===== config.mk =====
export PLATFORM = sky130hd
export DESIGN_NAME = image_sprite_writer
export DESIGN_NICKNAME = d
export VERILOG_FILES = /design/src/rtl/image_sprite_writer.sv
export SDC_FILE = /design/constraint.sdc
export NUM_CORES = 1
export LEC_CHECK = 0
export ABC_AREA = 1
export BUFFER_PORTS_ARGS = -buffer_cell sky130_fd_sc_hd__buf_2
export CAP_MARGIN = 5
export CORE_AREA = 2 2 84 86
export CTS_CLUSTER_SIZE = 12
export DETAILED_ROUTE_END_ITERATION = 10
export DIE_AREA = 0 0 86 88
export PLACE_DENSITY = 0.78
export SYNTH_ARGS = -nofsm -noshare
export SYNTH_HDL_FRONTEND = slang
export SYNTH_SLANG_ARGS = --single-unit

===== constraint.sdc =====
create_clock -name pixel_clk_in -period 3.3 [get_ports pixel_clk_in]
set_clock_uncertainty 0.05 [all_clocks]
set_input_delay 0.165 -clock pixel_clk_in [delete_from_list [all_inputs] [get_ports pixel_clk_in]]
set_output_delay 0.165 -clock pixel_clk_in [all_outputs]
set_load 0.02 [all_outputs]

===== src/rtl/image_sprite_writer.sv =====
// image_sprite_writer: captures one raster-order RGB888 frame into a 2-bit luma image BRAM.
//   Clock/reset: pixel_clk_in (rising edge), rst_in (synchronous, active-high).
//   Control:     start_in arms a capture; busy_out is high outside IDLE.
//   Pixel in:    pixel_valid_in / pixel_ready_out handshake, pixel_sof_in, pixel_in (R[23:16] G[15:8] B[7:0]).
//   BRAM write:  wr_en_out, wr_addr_out (x + y*WIDTH), wr_data_out (luma[7:6]), two cycles after acceptance.
//   Status:      frame_done_out pulses with the final write; sof_error_out pulses with a mid-frame SOF write.
//   Option:      define IMAGE_SPRITE_WRITER_DITHER_EN to add 2x2 ordered dithering before quantisation.
module image_sprite_writer #(
    parameter int WIDTH  = 256,
    parameter int HEIGHT = 256
) (
    input  logic                              pixel_clk_in,
    input  logic                              rst_in,
    input  logic                              start_in,
    input  logic                              pixel_valid_in,
    output logic                              pixel_ready_out,
    input  logic                              pixel_sof_in,
    input  logic [23:0]                       pixel_in,
    output logic [$clog2(WIDTH*HEIGHT)-1:0]   wr_addr_out,
    output logic [1:0]                        wr_data_out,
    output logic                              wr_en_out,
    output logic                              busy_out,
    output logic                              frame_done_out,
    output logic                              sof_error_out
);
    localparam int XW = $clog2(WIDTH);
    localparam int YW = $clog2(HEIGHT);
    localparam int AW = $clog2(WIDTH*HEIGHT);
    typedef enum logic [1:0] {IDLE, WAIT_SOF, CAPTURE, FLUSH} state_t;
    state_t          state_q, state_d;
    logic [XW-1:0]   x_q, x_d;
    logic [YW-1:0]   y_q, y_d;
    logic            ready_q, ready_d, busy_q, busy_d;
    logic            s1_vld_q, s1_vld_d, s1_last_q, s1_last_d, s1_err_q, s1_err_d;
    logic [AW-1:0]   s1_addr_q, s1_addr_d;
    logic [23:0]     s1_pix_q, s1_pix_d;
    logic            wr_en_q, wr_en_d, done_q, done_d, err_q, err_d;
    logic [AW-1:0]   wr_addr_q, wr_addr_d;
    logic [1:0]      wr_data_q, wr_data_d;
    logic            acc, wr, x_end, at_last;
    logic [10:0]     luma_sum;
    logic [7:0]      luma;
`ifdef IMAGE_SPRITE_WRITER_DITHER_EN
    logic [7:0]      dith;
    logic [8:0]      dith_sum;
    logic [7:0]      sat;
`endif
    always_comb begin
        acc       = pixel_valid_in && ready_q;
        // In WAIT_SOF only the SOF pixel is written; everything else is dropped.
        wr        = acc && (pixel_sof_in || state_q == CAPTURE);
        x_end     = x_q == XW'(WIDTH-1);
        at_last   = x_end && y_q == YW'(HEIGHT-1);
        s1_vld_d  = wr;
        s1_pix_d  = pixel_in;
        s1_addr_d = pixel_sof_in ? '0 : {y_q, x_q};
        s1_last_d = wr && !pixel_sof_in && at_last;
        s1_err_d  = wr && pixel_sof_in && state_q == CAPTURE && (x_q != '0 || y_q != '0);
        // An SOF pixel always lands at (0,0), so the next position is (1,0).
        x_d = !wr ? x_q : pixel_sof_in ? XW'(1) : x_end ? '0 : x_q + XW'(1);
        y_d = !wr ? y_q : (pixel_sof_in || at_last) ? '0 : x_end ? y_q + YW'(1) : y_q;
        // FLUSH leaves once the final write is on the outputs.
        state_d = (state_q == IDLE && start_in)   ? WAIT_SOF :
                  (state_q == WAIT_SOF && wr)     ? CAPTURE  :
                  (state_q == CAPTURE && s1_last_d) ? FLUSH  :
                  (state_q == FLUSH && done_q)    ? IDLE     : state_q;
        ready_d   = state_d == WAIT_SOF || state_d == CAPTURE;
        busy_d    = state_d != IDLE;
        luma_sum  = 11'({s1_pix_q[23:16], 1'b0}) + 11'(s1_pix_q[15:8]) * 11'd5 + 11'(s1_pix_q[7:0]);
        luma      = 8'(luma_sum >> 3);
`ifdef IMAGE_SPRITE_WRITER_DITHER_EN
        // Bayer offset from (x[0], y[0]) of the written position; saturate at 255.
        dith      = s1_addr_q[0] ? (s1_addr_q[XW] ? 8'd16 : 8'd32) : (s1_addr_q[XW] ? 8'd48 : 8'd0);
        dith_sum  = 9'(luma) + 9'(dith);
        sat       = dith_sum[8] ? 8'hFF : dith_sum[7:0];
        wr_data_d = 2'(sat >> 6);
`else
        wr_data_d = 2'(luma >> 6);
`endif
        wr_en_d   = s1_vld_q;
        wr_addr_d = s1_addr_q;
        done_d    = s1_vld_q && s1_last_q;
        err_d     = s1_vld_q && s1_err_q;
    end
    always_ff @(posedge pixel_clk_in) begin
        if (rst_in) begin
            state_q   <= IDLE;
            x_q       <= '0;
            y_q       <= '0;
            ready_q   <= 1'b0;
            busy_q    <= 1'b0;
            s1_vld_q  <= 1'b0;
            s1_last_q <= 1'b0;
            s1_err_q  <= 1'b0;
            s1_addr_q <= '0;
            s1_pix_q  <= '0;
            wr_en_q   <= 1'b0;
            wr_addr_q <= '0;
            wr_data_q <= '0;
            done_q    <= 1'b0;
            err_q     <= 1'b0;
        end else begin
            state_q   <= state_d;
            x_q       <= x_d;
            y_q       <= y_d;
            ready_q   <= ready_d;
            busy_q    <= busy_d;
            s1_vld_q  <= s1_vld_d;
            s1_last_q <= s1_last_d;
            s1_err_q  <= s1_err_d;
            s1_addr_q <= s1_addr_d;
            s1_pix_q  <= s1_pix_d;
            wr_en_q   <= wr_en_d;
            wr_addr_q <= wr_addr_d;
            wr_data_q <= wr_data_d;
            done_q    <= done_d;
            err_q     <= err_d;
        end
    end
    assign pixel_ready_out = ready_q;
    assign busy_out        = busy_q;
    assign wr_en_out       = wr_en_q;
    assign wr_addr_out     = wr_addr_q;
    assign wr_data_out     = wr_data_q;
    assign frame_done_out  = done_q;
    assign sof_error_out   = err_q;
endmodule


# [Word-level counts from Yosys, hierarchy flattened]
# Cells that the tools add are included.
[classes] n_lt_le_gt_ge=0 reduce_logical=26 bitwise_logic=0 muxes=8 div_mod_pow=0 multipliers=1 n_addsub=4 shifts=0 n_eq_ne=7
[op_table] op="$mux W8" n=4
[op_table] op="$add A8 B1 Y8 const B" n=2
[op_table] op="$eq A8 B8 Y1 const B" n=2
[op_table] op="$reduce_bool A8 Y1" n=2
[op_table] op="$logic_and A1 B1 Y1" n=14
[op_table] op="$add A11 B8 Y11" n=1
[op_table] op="$add A9 B11 Y11" n=1
[op_table] op="$mul A8 B3 Y11 const B" n=1
[op_table] op="$mux W2" n=4
[op_table] op="$eq A2 B2 Y1 const B" n=3
[op_table] op="$eq A2 B1 Y1 const B" n=2
[op_table] op="$logic_or A1 B1 Y1" n=4
[op_table] op="$reduce_bool A2 Y1" n=2
[op_table] op="$logic_not A2 Y1" n=1
[op_table] op="$reduce_and A2 Y1" n=1
[op_table] op="$reduce_or A2 Y1" n=1
[op_table] op="$logic_not A1 Y1" n=1
[word_totals] out_inout_bits=23 mem_bits_rw=0 mem_count=0 rom_bits=0 input_bits=29 latchBits=0 regBits=84 elab_cells=61

# [Depth between registers and ports, before layout]
[depth] ltp_word=11 ltp_mapped=14 ltp_nobuf=14

# [Least setup slack after synthesis]
# No wires, ideal clock.
[synth_path] path_type="register -> register" startpoint="register s1_pix_q[13]" endpoint="register wr_data_q[1], in the netlist wr_data_out[1]" required_time_ns=3.135 setup_time_ns=0.115 arrival_ns=2.432 synth_period_minus_slack_ns=2.597 path_slack_ns=0.703 stages_incl_launch_ff=12 n_path_buf=0 cell_sequence="dfxtp_1 > ha_1 > fa_1 > inv_1 > fa_1 > inv_1 > ha_1 > nand2_1 > nor3_1 > nand2_1 > a21oi_1 > nor2_1"
[synth_via] elab_chain_cells=3
[synth_lines] element="from (decl)" line="36" text="logic [23:0] s1_pix_q, s1_pix_d;"
[synth_lines] element="from (signal assigned)" line="112" text="s1_pix_q <= s1_pix_d;"
[synth_lines] element="$mul A8 B3 Y11" line="69" text="luma_sum = 11'({s1_pix_q[23:16], 1'b0}) + 11'(s1_pix_q[15:8]) * 11'd5 + 11'(s1_pix_q[7:0]);"
[synth_lines] element="$add A9 B11 Y11" line="69"
[synth_lines] element="$add A11 B8 Y11" line="69"
[synth_lines] element="to (signal assigned)" line="115" text="wr_data_q <= wr_data_d;"
[synth_lines] element="to (decl)" line="39" text="logic [1:0] wr_data_q, wr_data_d;"
# Every way passes these cells.
# A chain may end at the register's enable or synchronous reset.

# [Worst setup path in the final report]
# Same ends and word-level chain as after synthesis.

==> results.md <==
* Status: finished clean
* Slew HR at 62.75%
* Starting density of the core at 55.63%
* Register Area at 1682 um^2
* Commonest cells after routing, fill and taps aside: inv_1, nor2_1, dfxtp_1
* Synth Cell Area at 3696 um^2
* Die Width at 86 um
* Post-synth cell types at 27
* Startpoint Class: register
* Root buf cell: clkbuf_8
* Antenna cell count at 0
* Final setup violation count at 0
* Pins Over Slew Limit at 0
* Syn-to-layout area delta at 21.56%
* Minimum hold slack at 0.05834 ns
* Non-Filler Instances at 624
* Synthesized area per cell at 8.000 um^2
* WP data arrival at 3.01 ns
* CTS tree: done
* RSZ-0062 raised after global routing: no
* CTS Buf Count at 9
* HPWL after DPL at 5280 um
* Clk_lat worst skew at 0.34 ns
* Crit share post-route at 85.61%
* CTS resizes at 0
* Die Y at 88 um
* Wire per inst at 12.48 um
* Yosys reg bits at 84
* Critical Path Fanout Max at 3
* Final Hold Fails at 0
* Final GP Congestion at 0.8681
* Routed WL at 7790 um
* Most common cell after layout, fill and taps aside: inv_1
* Initial antenna violation count at 0
* Routed Antenna Nets at 0
* First-pass GRT wire length at 13,010 um
* WP data required at 3.49 ns
* WHS Path Cells at 3
* DRT Pass-1 Iters at 4
* Worst VDD drop at 243.5 uV
* Final Critical Period at 2.825 ns
* Fmax at 0.3540 GHz
* Number of flops mapped to enable cells by yosys at 0
* Residual DRC at 0
* Ratio of cells with drive above 1 in the final layout at 15.26%
* Number of placed I/O pins at 52
* Total gr overflow at 0
* Vias per cell at 4.792
* Total GRT Usage at 22.06%
* Clk sinks at 84
* Hold Path Class: in -> reg
* H-tree depth at 3
* Clock-pin slew on the worst setup and hold paths at 0.08 ns
* Largest net degree at the start of global routing at 33
* Fillers at 519
* Mapped Nets at 526
* Vias in the first global route at 2,978
* Core ar. at 6644 um^2
* LEAKAGE at 0.002257 uW
* Crit path kind: reg -> reg
* Number of cell rows at 30
* Max_cap viols at 0
* Yosys warns at 0
* Worst reg-to-reg path cell count at 11
* Cts hold-fix bufs at 24
* Number of I/O port buffers at 51
* Synthesized instance count at 462
* Initial DRC Count at 114
* Sum Neg Setup Slack at 0 ns
* Area of the multi-input gates at 1530 um^2
* Util after Layout at 67.63%
* Clock Tree Buf Depth at 2
* Placed insts at 585
* Critical path capture point type: register
* Vias at 2,990
* Post-CTS setup buffers at 0
* Final #Nets at 604
* Most used DFF post-synth: dfxtp_1
* Power Density at 488.4 nW/um^2
* Sequential share of the synthesized area at 45.50%
* Die area at 7568 um^2
* Synth async-reset ratio at 0%
* Tightest Pin Transition at 0.5582 ns
## sequential cells by signal, indices dropped and copies added (netlist names)
name,cells
sof_error_out,1
frame_done_out,1
x_q,8
pixel_ready_out,1
y_q,8
state_q,2
s1_addr_q,16
s1_err_q,1
s1_vld_q,1
s1_last_q,1
busy_out,1
wr_data_out,2
wr_en_out,1
wr_addr_out,16
s1_pix_q,24
## report_power, final
group          switching, uW  internal, uW
sequential              12.7          1040
combinational            157           115
clock                    352           520
## worst paths after layout
kind               endpoint  slack, ns          from
min              state_q[0]       0.06      start_in
max reg2reg  wr_data_out[1]       0.47  s1_pix_q[13]
max          wr_data_out[1]       0.47  s1_pix_q[13]
min reg2reg  wr_addr_out[5]       0.34  s1_addr_q[5]
## Yosys cell counts, drive strengths merged (4+ instances only)
cell type,n,area [um^2]
nand3,19,95.09
inv,117,439.2
nor2,89,359.1
a21oi,18,101.4
fa,12,240.2
dfxtp,84,1682
clkbuf,6,22.52
o21ai,13,80.07
nor3,5,25.02
nand4,4,25.02
ha,23,287.8
nand2,63,271.5
## through the flow
| step | setup slack [ns] | total power (uW) | cell area [um^2] |
|---|---|---|---|
| after global placement | 0.6367 | 1301 | 4014 |
| final | 0.4749 | 2194 | 4493 |
| after floorplan | 0.7029 | 1245 | 3696 |
| after CTS | 0.4815 | 2211 | 4493 |
| after detailed placement | 0.5250 | 1318 | 4014 |
| after global routing | 0.2954 | 2291 | 4493 |
## routing by layer
layer	share of wire (%)	GRT usage, %	up-vias
met4	2.3	9.668	0
met5	0	0	-
met1	43	25.62	1389
met3	3.1	4.618	17
met2	52	39.32	64
li1	-	-	1520
## layout make-up
cell class | instances | area share, %
well taps | 80 | 2.228
clock buffers | 11 | 3.147
repair buffers | 76 | 11.19
clock inverters | 4 | 2.172
multi-input cells | 252 | 34.06
inverters | 117 | 9.774
flip-flops and latches | 84 | 37.43
## cells by family after synthesis
kind of cell             Yosys count  synth area share [%]
AND/OR/NAND/NOR                  182                 21.36
buffers and inverters            126                 13.10
flip-flops                        84                 45.50
adder cells (fa/ha/maj)           35                 14.29
AO/OA/AOI/OAI                     34                 5.518
XOR/XNOR                           1                0.2370
## critical path: stages, from the launching register on
cell     delay (ns)
dfxtp_1        0.32
ha_1           0.31
fa_1           0.51
inv_1          0.05
fa_1           0.52
inv_1          0.06
ha_1           0.31
nand2_1        0.09
nor3_1         0.18
nand2_1        0.09
a21oi_1        0.16
nor2_1         0.07
Note: power is estimated with default switching activity, not from simulation.
